===== src/rtl/imm_pipe_if.sv =====
// Handshake bundle for imm_pipe: upstream entry (inst/format/tag) and downstream immediate.
// Format width follows the IMM_ZICSR_EN build macro (7 bits when defined, 6 otherwise).
interface imm_pipe_if #(
  parameter int XLEN  = 32,
  parameter int TAG_W = 32
);
`ifdef IMM_ZICSR_EN
  localparam int FMT_W = 7;
`else
  localparam int FMT_W = 6;
`endif

  logic             i_flush;
  logic             i_valid;
  logic             o_ready;
  logic [31:0]      i_inst;
  logic [FMT_W-1:0] i_format;
  logic [TAG_W-1:0] i_tag;
  logic             o_valid;
  logic             i_ready;
  logic [XLEN-1:0]  o_immediate;
  logic [TAG_W-1:0] o_tag;
  logic             o_fmt_err;

  modport slave (
    input  i_flush, i_valid, i_inst, i_format, i_tag, i_ready,
    output o_ready, o_valid, o_immediate, o_tag, o_fmt_err
  );

  modport master (
    output i_flush, i_valid, i_inst, i_format, i_tag, i_ready,
    input  o_ready, o_valid, o_immediate, o_tag, o_fmt_err
  );
endinterface


===== src/rtl/imm_pipe.sv =====
// Registered RISC-V immediate generator with a two-entry skid buffer and synchronous flush.
// Build macro IMM_ZICSR_EN adds the Z-type (CSR uimm) format on i_format[6].
module imm_pipe #(
  parameter int XLEN  = 32,
  parameter int TAG_W = 32
) (
  input  logic        i_clk,
  input  logic        i_rst_n,
  imm_pipe_if.slave   bus
);
`ifdef IMM_ZICSR_EN
  localparam int FMT_W = 7;
`else
  localparam int FMT_W = 6;
`endif

  localparam logic [FMT_W-1:0] FMT_R = FMT_W'(32'd1);
  localparam logic [FMT_W-1:0] FMT_I = FMT_W'(32'd2);
  localparam logic [FMT_W-1:0] FMT_S = FMT_W'(32'd4);
  localparam logic [FMT_W-1:0] FMT_B = FMT_W'(32'd8);
  localparam logic [FMT_W-1:0] FMT_U = FMT_W'(32'd16);
  localparam logic [FMT_W-1:0] FMT_J = FMT_W'(32'd32);
`ifdef IMM_ZICSR_EN
  localparam logic [FMT_W-1:0] FMT_Z = FMT_W'(32'd64);
`endif

  typedef struct packed {
    logic             err;
    logic [XLEN-1:0]  imm;
    logic [TAG_W-1:0] tag;
  } entry_t;

  // Decoded immediate is built at 64 bits and truncated, so XLEN=32 needs no special case.
  function automatic logic [XLEN:0] decode_imm(input logic [31:7] inst,
                                               input logic [FMT_W-1:0] fmt);
    logic [63:0] imm_v;
    logic        err_v;
    logic        s;
    s     = inst[31];
    imm_v = 64'd0;
    err_v = 1'b0;
    case (fmt)
      FMT_R: imm_v = 64'd0;
      FMT_I: imm_v = {{52{s}}, inst[31:20]};
      FMT_S: imm_v = {{52{s}}, inst[31:25], inst[11:7]};
      FMT_B: imm_v = {{51{s}}, inst[31], inst[7], inst[30:25], inst[11:8], 1'b0};
      FMT_U: imm_v = {{32{s}}, inst[31:12], 12'd0};
      FMT_J: imm_v = {{43{s}}, inst[31], inst[19:12], inst[20], inst[30:21], 1'b0};
`ifdef IMM_ZICSR_EN
      FMT_Z: imm_v = {59'd0, inst[19:15]};
`endif
      default: begin
        imm_v = 64'd0;
        err_v = 1'b1;
      end
    endcase
    return {err_v, imm_v[XLEN-1:0]};
  endfunction

  logic          out_valid_r;
  logic          skid_valid_r;
  entry_t        out_r;
  entry_t        skid_r;
  entry_t        new_s;
  logic [XLEN:0] dec_s;
  logic          accept_s;
  logic          xfer_s;
  logic          move_s;
  logic          load_out_s;
  logic          load_skid_s;
  logic          out_valid_nxt_s;
  logic          skid_valid_nxt_s;
  logic          unused_opcode_s;

  assign unused_opcode_s = ^bus.i_inst[6:0];
  assign dec_s    = decode_imm(bus.i_inst[31:7], bus.i_format);
  assign new_s    = {dec_s[XLEN], dec_s[XLEN-1:0], bus.i_tag};
  assign accept_s = bus.i_valid && !skid_valid_r;
  assign xfer_s   = out_valid_r && bus.i_ready;

  // Next occupancy and load selects; flush overrides every accept and transfer.
  always_comb begin
    out_valid_nxt_s  = out_valid_r;
    skid_valid_nxt_s = skid_valid_r;
    move_s           = 1'b0;
    load_out_s       = 1'b0;
    load_skid_s      = 1'b0;
    if (bus.i_flush) begin
      out_valid_nxt_s  = 1'b0;
      skid_valid_nxt_s = 1'b0;
    end else begin
      move_s           = xfer_s && skid_valid_r;
      load_out_s       = accept_s && (!out_valid_r || xfer_s);
      load_skid_s      = accept_s && out_valid_r && !xfer_s;
      out_valid_nxt_s  = move_s || load_out_s || (out_valid_r && !xfer_s);
      skid_valid_nxt_s = load_skid_s || (skid_valid_r && !xfer_s);
    end
  end

  // Occupancy flags.
  always_ff @(posedge i_clk or negedge i_rst_n) begin
    if (!i_rst_n) begin
      out_valid_r  <= 1'b0;
      skid_valid_r <= 1'b0;
    end else begin
      out_valid_r  <= out_valid_nxt_s;
      skid_valid_r <= skid_valid_nxt_s;
    end
  end

  // Entry payloads change only on a load or a skid-to-out move.
  always_ff @(posedge i_clk or negedge i_rst_n) begin
    if (!i_rst_n) begin
      out_r  <= '0;
      skid_r <= '0;
    end else begin
      if (move_s) begin
        out_r <= skid_r;
      end else if (load_out_s) begin
        out_r <= new_s;
      end else begin
        out_r <= out_r;
      end
      if (load_skid_s) begin
        skid_r <= new_s;
      end else begin
        skid_r <= skid_r;
      end
    end
  end

  assign bus.o_valid     = out_valid_r;
  assign bus.o_ready     = !skid_valid_r;
  assign bus.o_immediate = out_r.imm;
  assign bus.o_tag       = out_r.tag;
  assign bus.o_fmt_err   = out_r.err;
endmodule


===== src/flat_wrapper.sv =====
// flat-port wrapper written by rule: the top's interface ports become plain ports
module imm_pipe_flat 
#(
  parameter int XLEN  = 32,
  parameter int TAG_W = 32
)
  (i_clk, i_rst_n, bus_i_flush, bus_i_valid, bus_i_inst, bus_i_format, bus_i_tag, bus_i_ready, bus_o_ready, bus_o_valid, bus_o_immediate, bus_o_tag, bus_o_fmt_err);
  imm_pipe_if #(.XLEN(XLEN), .TAG_W(TAG_W)) bus_i ();
  input  logic i_clk;
  input  logic i_rst_n;
  input wire logic [$bits(bus_i.i_flush)-1:0] bus_i_flush;
  input wire logic [$bits(bus_i.i_valid)-1:0] bus_i_valid;
  input wire logic [$bits(bus_i.i_inst)-1:0] bus_i_inst;
  input wire logic [$bits(bus_i.i_format)-1:0] bus_i_format;
  input wire logic [$bits(bus_i.i_tag)-1:0] bus_i_tag;
  input wire logic [$bits(bus_i.i_ready)-1:0] bus_i_ready;
  output wire logic [$bits(bus_i.o_ready)-1:0] bus_o_ready;
  output wire logic [$bits(bus_i.o_valid)-1:0] bus_o_valid;
  output wire logic [$bits(bus_i.o_immediate)-1:0] bus_o_immediate;
  output wire logic [$bits(bus_i.o_tag)-1:0] bus_o_tag;
  output wire logic [$bits(bus_i.o_fmt_err)-1:0] bus_o_fmt_err;
  assign bus_i.i_flush = bus_i_flush;
  assign bus_i.i_valid = bus_i_valid;
  assign bus_i.i_inst = bus_i_inst;
  assign bus_i.i_format = bus_i_format;
  assign bus_i.i_tag = bus_i_tag;
  assign bus_i.i_ready = bus_i_ready;
  assign bus_o_ready = bus_i.o_ready;
  assign bus_o_valid = bus_i.o_valid;
  assign bus_o_immediate = bus_i.o_immediate;
  assign bus_o_tag = bus_i.o_tag;
  assign bus_o_fmt_err = bus_i.o_fmt_err;
  imm_pipe #(.XLEN(XLEN), .TAG_W(TAG_W)) u_core (.i_clk(i_clk), .i_rst_n(i_rst_n), .bus(bus_i));
endmodule

===== config.mk =====
export PLATFORM = sky130hd
export DESIGN_NAME = imm_pipe_flat
export DESIGN_NICKNAME = d
export VERILOG_FILES = /design/src/rtl/imm_pipe_if.sv /design/src/rtl/imm_pipe.sv /design/src/flat_wrapper.sv
export SDC_FILE = /design/constraint.sdc
export NUM_CORES = 1
export LEC_CHECK = 0
export ABC_AREA = 1
export CAP_MARGIN = 10
export CORE_MARGIN = 2
export CORE_UTILIZATION = 45
export DETAILED_ROUTE_END_ITERATION = 8
export PLACE_DENSITY_LB_ADDON = 0.25
export SYNTH_ARGS = -nofsm -noshare
export SYNTH_HDL_FRONTEND = slang
export SYNTH_SLANG_ARGS = --single-unit

===== constraint.sdc =====
create_clock -name i_clk -period 1.5 [get_ports i_clk]
set_clock_uncertainty 0.2 [all_clocks]
set_input_delay 0.3 -clock i_clk [delete_from_list [all_inputs] [get_ports i_clk]]
set_output_delay 0.3 -clock i_clk [all_outputs]
set_load 0.05 [all_outputs]

---- Yosys cells after proc, flatten, opt, wreduce, memory -nomap -nowiden ----
Cells that the tools add are included.
storage, ports and cells
  register bits after elaboration ......... 132
  word-level logic and storage cells ...... 40
operators by class
  multiplexer cells ....................... 9
  eq/ne operators ......................... 6
  reduce and logical (&&, ||, !) cells .... 17
operators by type and width
  operator              number
  $pmux W32 S5          1
  $mux W65              2
  $logic_and A1 B1 Y1   8
  $eq A6 B1 Y1 const B  1
  $eq A6 B2 Y1 const B  1
  $eq A6 B3 Y1 const B  1
  $eq A6 B4 Y1 const B  1
  $eq A6 B5 Y1 const B  1
  $eq A6 B6 Y1 const B  1
  $mux W1               6
  $reduce_or A6 Y1      1
  $logic_or A1 B1 Y1    4
  $logic_not A1 Y1      3
  $reduce_bool A2 Y1    1

---- Logic depth before layout (Yosys ltp) ----
  depth after elaboration ................. 6
  gate-level depth with buffers ........... 10
  mapped depth without buffers ............ 9

---- Worst setup path before layout ----
No wires, ideal clock.
  path kind ............................... reg2reg
  from .................................... register u_core.out_valid_r, in the netlist u_core.bus.o_valid
  to ...................................... register u_core.skid_r[0] (netlist name)
  arrival ................................. 1524 ps
  required time ........................... 1168 ps
  setup slack ............................. -356 ps
  clock period less this slack ............ 1856 ps
  stages on the path, launching flop included .. 7
  cells stage by stage .................... dfrtp_1 nand2_1 nor2_2 inv_2 clkbuf_1 nand2_1 o21ai_0
between the ends
  cells in the longest elaborated chain, start to end .. 4
  elaborated cells on any way between the ends .. 5
  classes of those cells .................. mux: 1; reduce/logical: 4
RTL lines
  item                     line             text
  from (decl)              imm_pipe.sv:60   logic out_valid_r;
  from (signal assigned)   imm_pipe.sv:106  out_valid_r <= out_valid_nxt_s;
  $logic_and A1 B1 Y1      imm_pipe.sv:79   assign xfer_s = out_valid_r && bus.i_ready;
  $logic_not A1 Y1         imm_pipe.sv:94   load_skid_s = accept_s && out_valid_r && !xfer_s;
  $logic_and A1 B1 Y1 (*)  imm_pipe.sv:94
  $mux W1 (*)              imm_pipe.sv:88   if (bus.i_flush) begin
  to (signal assigned)     imm_pipe.sv:125  skid_r <= new_s;
  to (signal assigned)     imm_pipe.sv:127  skid_r <= skid_r;
  to (decl)                imm_pipe.sv:63   entry_t skid_r;
Every way passes the cells marked *; elsewhere a longest branch is shown, timed or not.
A chain may end at the register's enable or synchronous reset.

---- Worst setup path in the final report ----
  from .................................... register u_core.skid_valid_r
  to ...................................... register u_core.out_r, in the netlist u_core.bus.o_immediate[31]
between the ends
  cells in the longest elaborated chain, start to end .. 5
  elaborated cells on any way between the ends .. 8
  classes of those cells .................. mux: 3; reduce/logical: 5
RTL lines
  item                          line             text
  from (decl)                   imm_pipe.sv:61   logic skid_valid_r;
  from (signal assigned)        imm_pipe.sv:107  skid_valid_r <= skid_valid_nxt_s;
  $logic_not A1 Y1              imm_pipe.sv:78   assign accept_s = bus.i_valid && !skid_valid_r;
  $logic_and A1 B1 Y1           imm_pipe.sv:78
  $logic_and A1 B1 Y1           imm_pipe.sv:93   load_out_s = accept_s && (!out_valid_r || xfer_s);
  $mux W1                       imm_pipe.sv:88
  $reduce_bool A2 Y1 (no line)  -
  to (signal assigned)          imm_pipe.sv:118  out_r <= skid_r;
  to (signal assigned)          imm_pipe.sv:120  out_r <= new_s;
  to (signal assigned)          imm_pipe.sv:122  out_r <= out_r;
  to (decl)                     imm_pipe.sv:62   entry_t out_r;
Parallel ways exist; a longest one is shown, timed or not.

==> impl.org <==
** Logic synthesis
- Post-synthesis sequential element count :: 132
- Yosys top cell area share :: 54.7%
- A synthesized cell averages 7.99 um2.
- Post-synth EDFFs :: 0
- In the synthesized netlist the async set-or-reset flop fraction comes to 100%.
- Post-Synthesis Cell Area :: 6030 um2
- Sorting the synthesized cells by how often they occur yields 344 x sky130_fd_sc_hd__nand2_1, 132 x sky130_fd_sc_hd__dfrtp_1, 48 x sky130_fd_sc_hd__nor2_1.
- Summed over all instances, the cell type with the most area after synthesis is sky130_fd_sc_hd__dfrtp_1.
- Synthesis handed over a netlist of 755 instances.
- Sorting the synthesized cells by area gives the leading types as sky130_fd_sc_hd__dfrtp_1 55%, sky130_fd_sc_hd__nand2_1 21%, sky130_fd_sc_hd__o22ai_1 3.3%.
- Total of warnings raised by yosys :: 0
- Counting every net in the synthesized netlist gives 830.
- Portion of the post-synthesis area used by sequential elements :: 54.7%
- Dominant cell by count in the synthesized netlist :: sky130_fd_sc_hd__nand2_1
- Synthesis instantiated 27 different standard cells from the library.
- Primary FF master, synth :: sky130_fd_sc_hd__dfrtp_1

** Die
- Pin placement for this block handled 142 I/O pins.
- Y dimension of the die :: 120 um
- The floorplan step defined a core boundary enclosing 13200 um2.
- Placement row count :: 42
- Area of the die :: 14300 um2
- From left edge to right edge, the die measures 120 um.
- For this configuration, the core starts out at a cell density of 45.7%.

** Place
- Number of buffer cells added on primary ports :: 134
- After legalization and detailed placement, the total HPWL measured 10900 um.
- At the end of routability-driven placement, the weighted congestion stood at 0.887.

** Setup path
- Slack of the worst reg-to-reg path :: -0.22 ns
- Worst Reg2Reg Path Length in Cells :: 11
- The critical path goes through inv_4, nor2_4, nand3_4, buf_6, nand2_8, inv_8, buf_12, nand2_1, nand2_1, inv_1, nand2_1.
- Startpoint kind of the worst setup timing path :: flip-flop
- STA classifies the critical path endpoint as a flip-flop.
- The slowest stage of the critical path belongs to the cell sky130_fd_sc_hd__dfrtp_2.
- In this run the worst path has a maximum fanout of 7.
- Classification of the worst setup path :: reg2reg
- Dominant cell type by count on the critical path :: sky130_fd_sc_hd__nand2_1
- Crit Reg-Reg Startpoint :: u_core.skid_valid_r$_DFF_PN0_
- Peak per-stage delay on the critical path :: 0.41 ns
- Data required time of the worst path :: 1.61 ns
- The endpoint identified for the worst register-to-register timing path is u_core.bus.o_immediate[31]$_DFFE_PN0P_.
- Data on the critical path arrives at its endpoint at 1.83 ns.

** Finish
- The final layout contains 1039 nets.
- Area growth from synthesis to layout :: 72.4%
- In the final layout, the share of cells above drive strength 1 is 31.7%.
- The number of antenna diodes in the final layout is 0.

** Clock tree
- Number of CTS-inserted buffers :: 17
- CTS tree :: built
- CTS built an H-tree with a depth of 4.
- Clk sink count :: 132
- For the worst-skew pair, the clock arrives at the later sink with an insertion delay of 0.43 ns.
- After clock tree synthesis, the clock-pin slew on the worst setup and hold paths is 0.06 ns.
- Counting along the longest clock path gives a buffer depth of 2.
- Clock tree root buffer cell :: sky130_fd_sc_hd__clkbuf_16

** Drt
- After detailed routing, the number of remaining DRC violations is 0.
- Post-DRT Antenna Nets :: 0
- Detailed router's first-iteration violation count :: 695
- Via count normalized by instance count :: 5.38
- For this run, the detailed router's first-pass iteration total came to 5.
- After detailed routing, the average wire length per cell comes to 18.6 um.
- For this block, the via count after detailed routing is 6201.
- Total wire length after detailed routing :: 21400 um

** Power
- Power density of the placed cells :: 1180 nW/um2
- IR analysis of the VDD net gives a maximum drop of 0.967 mV.
- The design draws 12.3 mW.
- Leakage dissipation :: 5.36 nW

** STA
- Final Cycle Share :: 115%
- Tmin final :: 1.72 ns
- Smallest setup slack after layout :: -0.219 ns
- Setup repair after global routing missed its margin :: true
- Hold timing on the final database bottoms out at a slack of 0.0870 ns.
- Number of setup violations in the final report :: 160
- Final number of hold-violating endpoints :: 0
- Fmax :: 582 MHz
- Measured against its own limit, the worst slew margin works out to 49.1%.
- Number of max-slew violations in the final report :: 0
- For the pin with the worst max-slew slack, the measured transition is 0.763 ns.

** Global route
- Across every metal layer, demand over resource in global routing totals 25.6%.
- The number of global-route vias before repair was 5840.
- The number of antenna violations at the first check in global routing came to 0.
- Entering global routing, the biggest net connects 42 pins.
- Summed over all layers, the global routing overflow is 0.
- First-pass GRT wire length :: 28700 um

** Min path
- The startpoint identified for the worst hold timing path is bus_i_ready.
- The worst hold path was traced through 4 stages.
- HP Class :: in2reg
- The path with the worst hold slack has its endpoint at u_core.skid_valid_r$_DFF_PN0_.

** Status
- Violated checks :: negative setup slack
- The flow ran to the end, but the final reports show violations.

** Flow run
- The tool flagged a number of max-cap violations equal to 0.
-- stage by stage --
stage	worst slack (ns)	setup TNS [ns]	utilization (%)	cells	instance area [um2]
floorplan	-0.0766	-2.79	-	755	6080
global placement	-0.577	-60.15	64.9	1069	8560
detailed placement	-0.592	-61.80	64.9	1069	8560
CTS	-0.144	-9.44	72.1	1113	9500
global route	-0.289	-25.74	78.9	1152	10400
finish	-0.219	-14.79	78.9	1152	10400
-- worst max path at each step --
stage	start	end	slack [ns]	depth (start not counted)
detailed placement	bus_i_format[5]	u_core.bus.o_immediate[24]$_DFFE_PN0P_	-0.59	9
finish	u_core.skid_valid_r$_DFF_PN0_	u_core.bus.o_immediate[31]$_DFFE_PN0P_	-0.22	11
global route	u_core.skid_valid_r$_DFF_PN0_	u_core.bus.o_immediate[31]$_DFFE_PN0P_	-0.29	11
global placement	bus_i_format[5]	u_core.bus.o_immediate[22]$_DFFE_PN0P_	-0.58	9
CTS	u_core.skid_valid_r$_DFF_PN0_	u_core.bus.o_immediate[14]$_DFFE_PN0P_	-0.14	10
floorplan	u_core.bus.o_valid$_DFF_PN0_	u_core.bus.o_immediate[11]$_DFFE_PN0P_	-0.08	9
-- area by class of cell --
type / count / area, um2
Fill cell: 774 / 2790
Inverter: 65 / 273
Tap cell: 176 / 220
Timing Repair Buffer: 224 / 3290
Multi-Input combinational cell: 524 / 2670
Sequential cell: 132 / 3320
Clock buffer: 22 / 484
Clock inverter: 9 / 150
-- critical path: cells and delay by family (launching register included) --
family | cells | cell delay, ns
buffers and inverters | 5 | 0.47
DFF | 1 | 0.41
and+or+nand+nor | 6 | 0.51
-- cells in the final DEF, fill, tap and decap left out, types with 10 or more instances in the layout --
cell	n
sky130_fd_sc_hd__nand2_1	300
sky130_fd_sc_hd__nand2_2	35
sky130_fd_sc_hd__buf_12	87
sky130_fd_sc_hd__clkbuf_16	31
sky130_fd_sc_hd__dfrtp_2	10
sky130_fd_sc_hd__nand2_4	12
sky130_fd_sc_hd__nor2_4	14
sky130_fd_sc_hd__a21oi_1	15
sky130_fd_sc_hd__o22ai_1	32
sky130_fd_sc_hd__nor2_1	34
sky130_fd_sc_hd__dfrtp_1	122
sky130_fd_sc_hd__buf_6	11
sky130_fd_sc_hd__clkdlybuf4s50_1	57
sky130_fd_sc_hd__inv_2	11
sky130_fd_sc_hd__nand3_1	26
sky130_fd_sc_hd__nand3_2	20
sky130_fd_sc_hd__inv_1	46
sky130_fd_sc_hd__buf_4	40
-- layer usage --
metal / track usage [%] / part of all wire [%]
met5: 0 / 0
met1: 33.1 / 39
met4: 9.93 / 3.7
met3: 6.80 / 8.3
met2: 41.2 / 49
-- kinds of logic (layout without fill, tap and decap cells) --
logic type,Yosys count,in the layout,share of synthesized area (%)
AND/OR/NAND/NOR,452,454,31.1
flip-flops,132,132,54.7
AO/OA/AOI/OAI,70,70,6.74
buffers and inverters,101,320,7.42
-- timing repair --
| action | 4_1_cts | 5_1_grt |
|---|---|---|
| pin swaps | 4 | 30 |
| endpoints found under the setup margin | 163 | 198 |
| setup buffers | 6 | 23 |
| gates cloned | 6 | 16 |
| endpoints found under the hold margin | 132 | 0 |
| resized for setup | 41 | 110 |
| hold buffers | 1 | 0 |
-- flip-flops by register name, indices dropped and copies added (netlist names) --
register / cells
u_core.bus.o_immediate: 32
u_core.skid_r: 65
u_core.bus.o_valid: 1
u_core.bus.o_fmt_err: 1
u_core.skid_valid_r: 1
u_core.bus.o_tag: 32
-- power breakdown --
part           total (mW)  leakage, nW  internal, mW  switching [mW]
Sequential           4.56         1.68          4.08           0.476
Combinational        3.24         3.37          1.59            1.65
Clock                4.52        0.308          2.94            1.58
Total                12.3         5.36          8.61            3.70
Power figures use the tool's default switching activity.
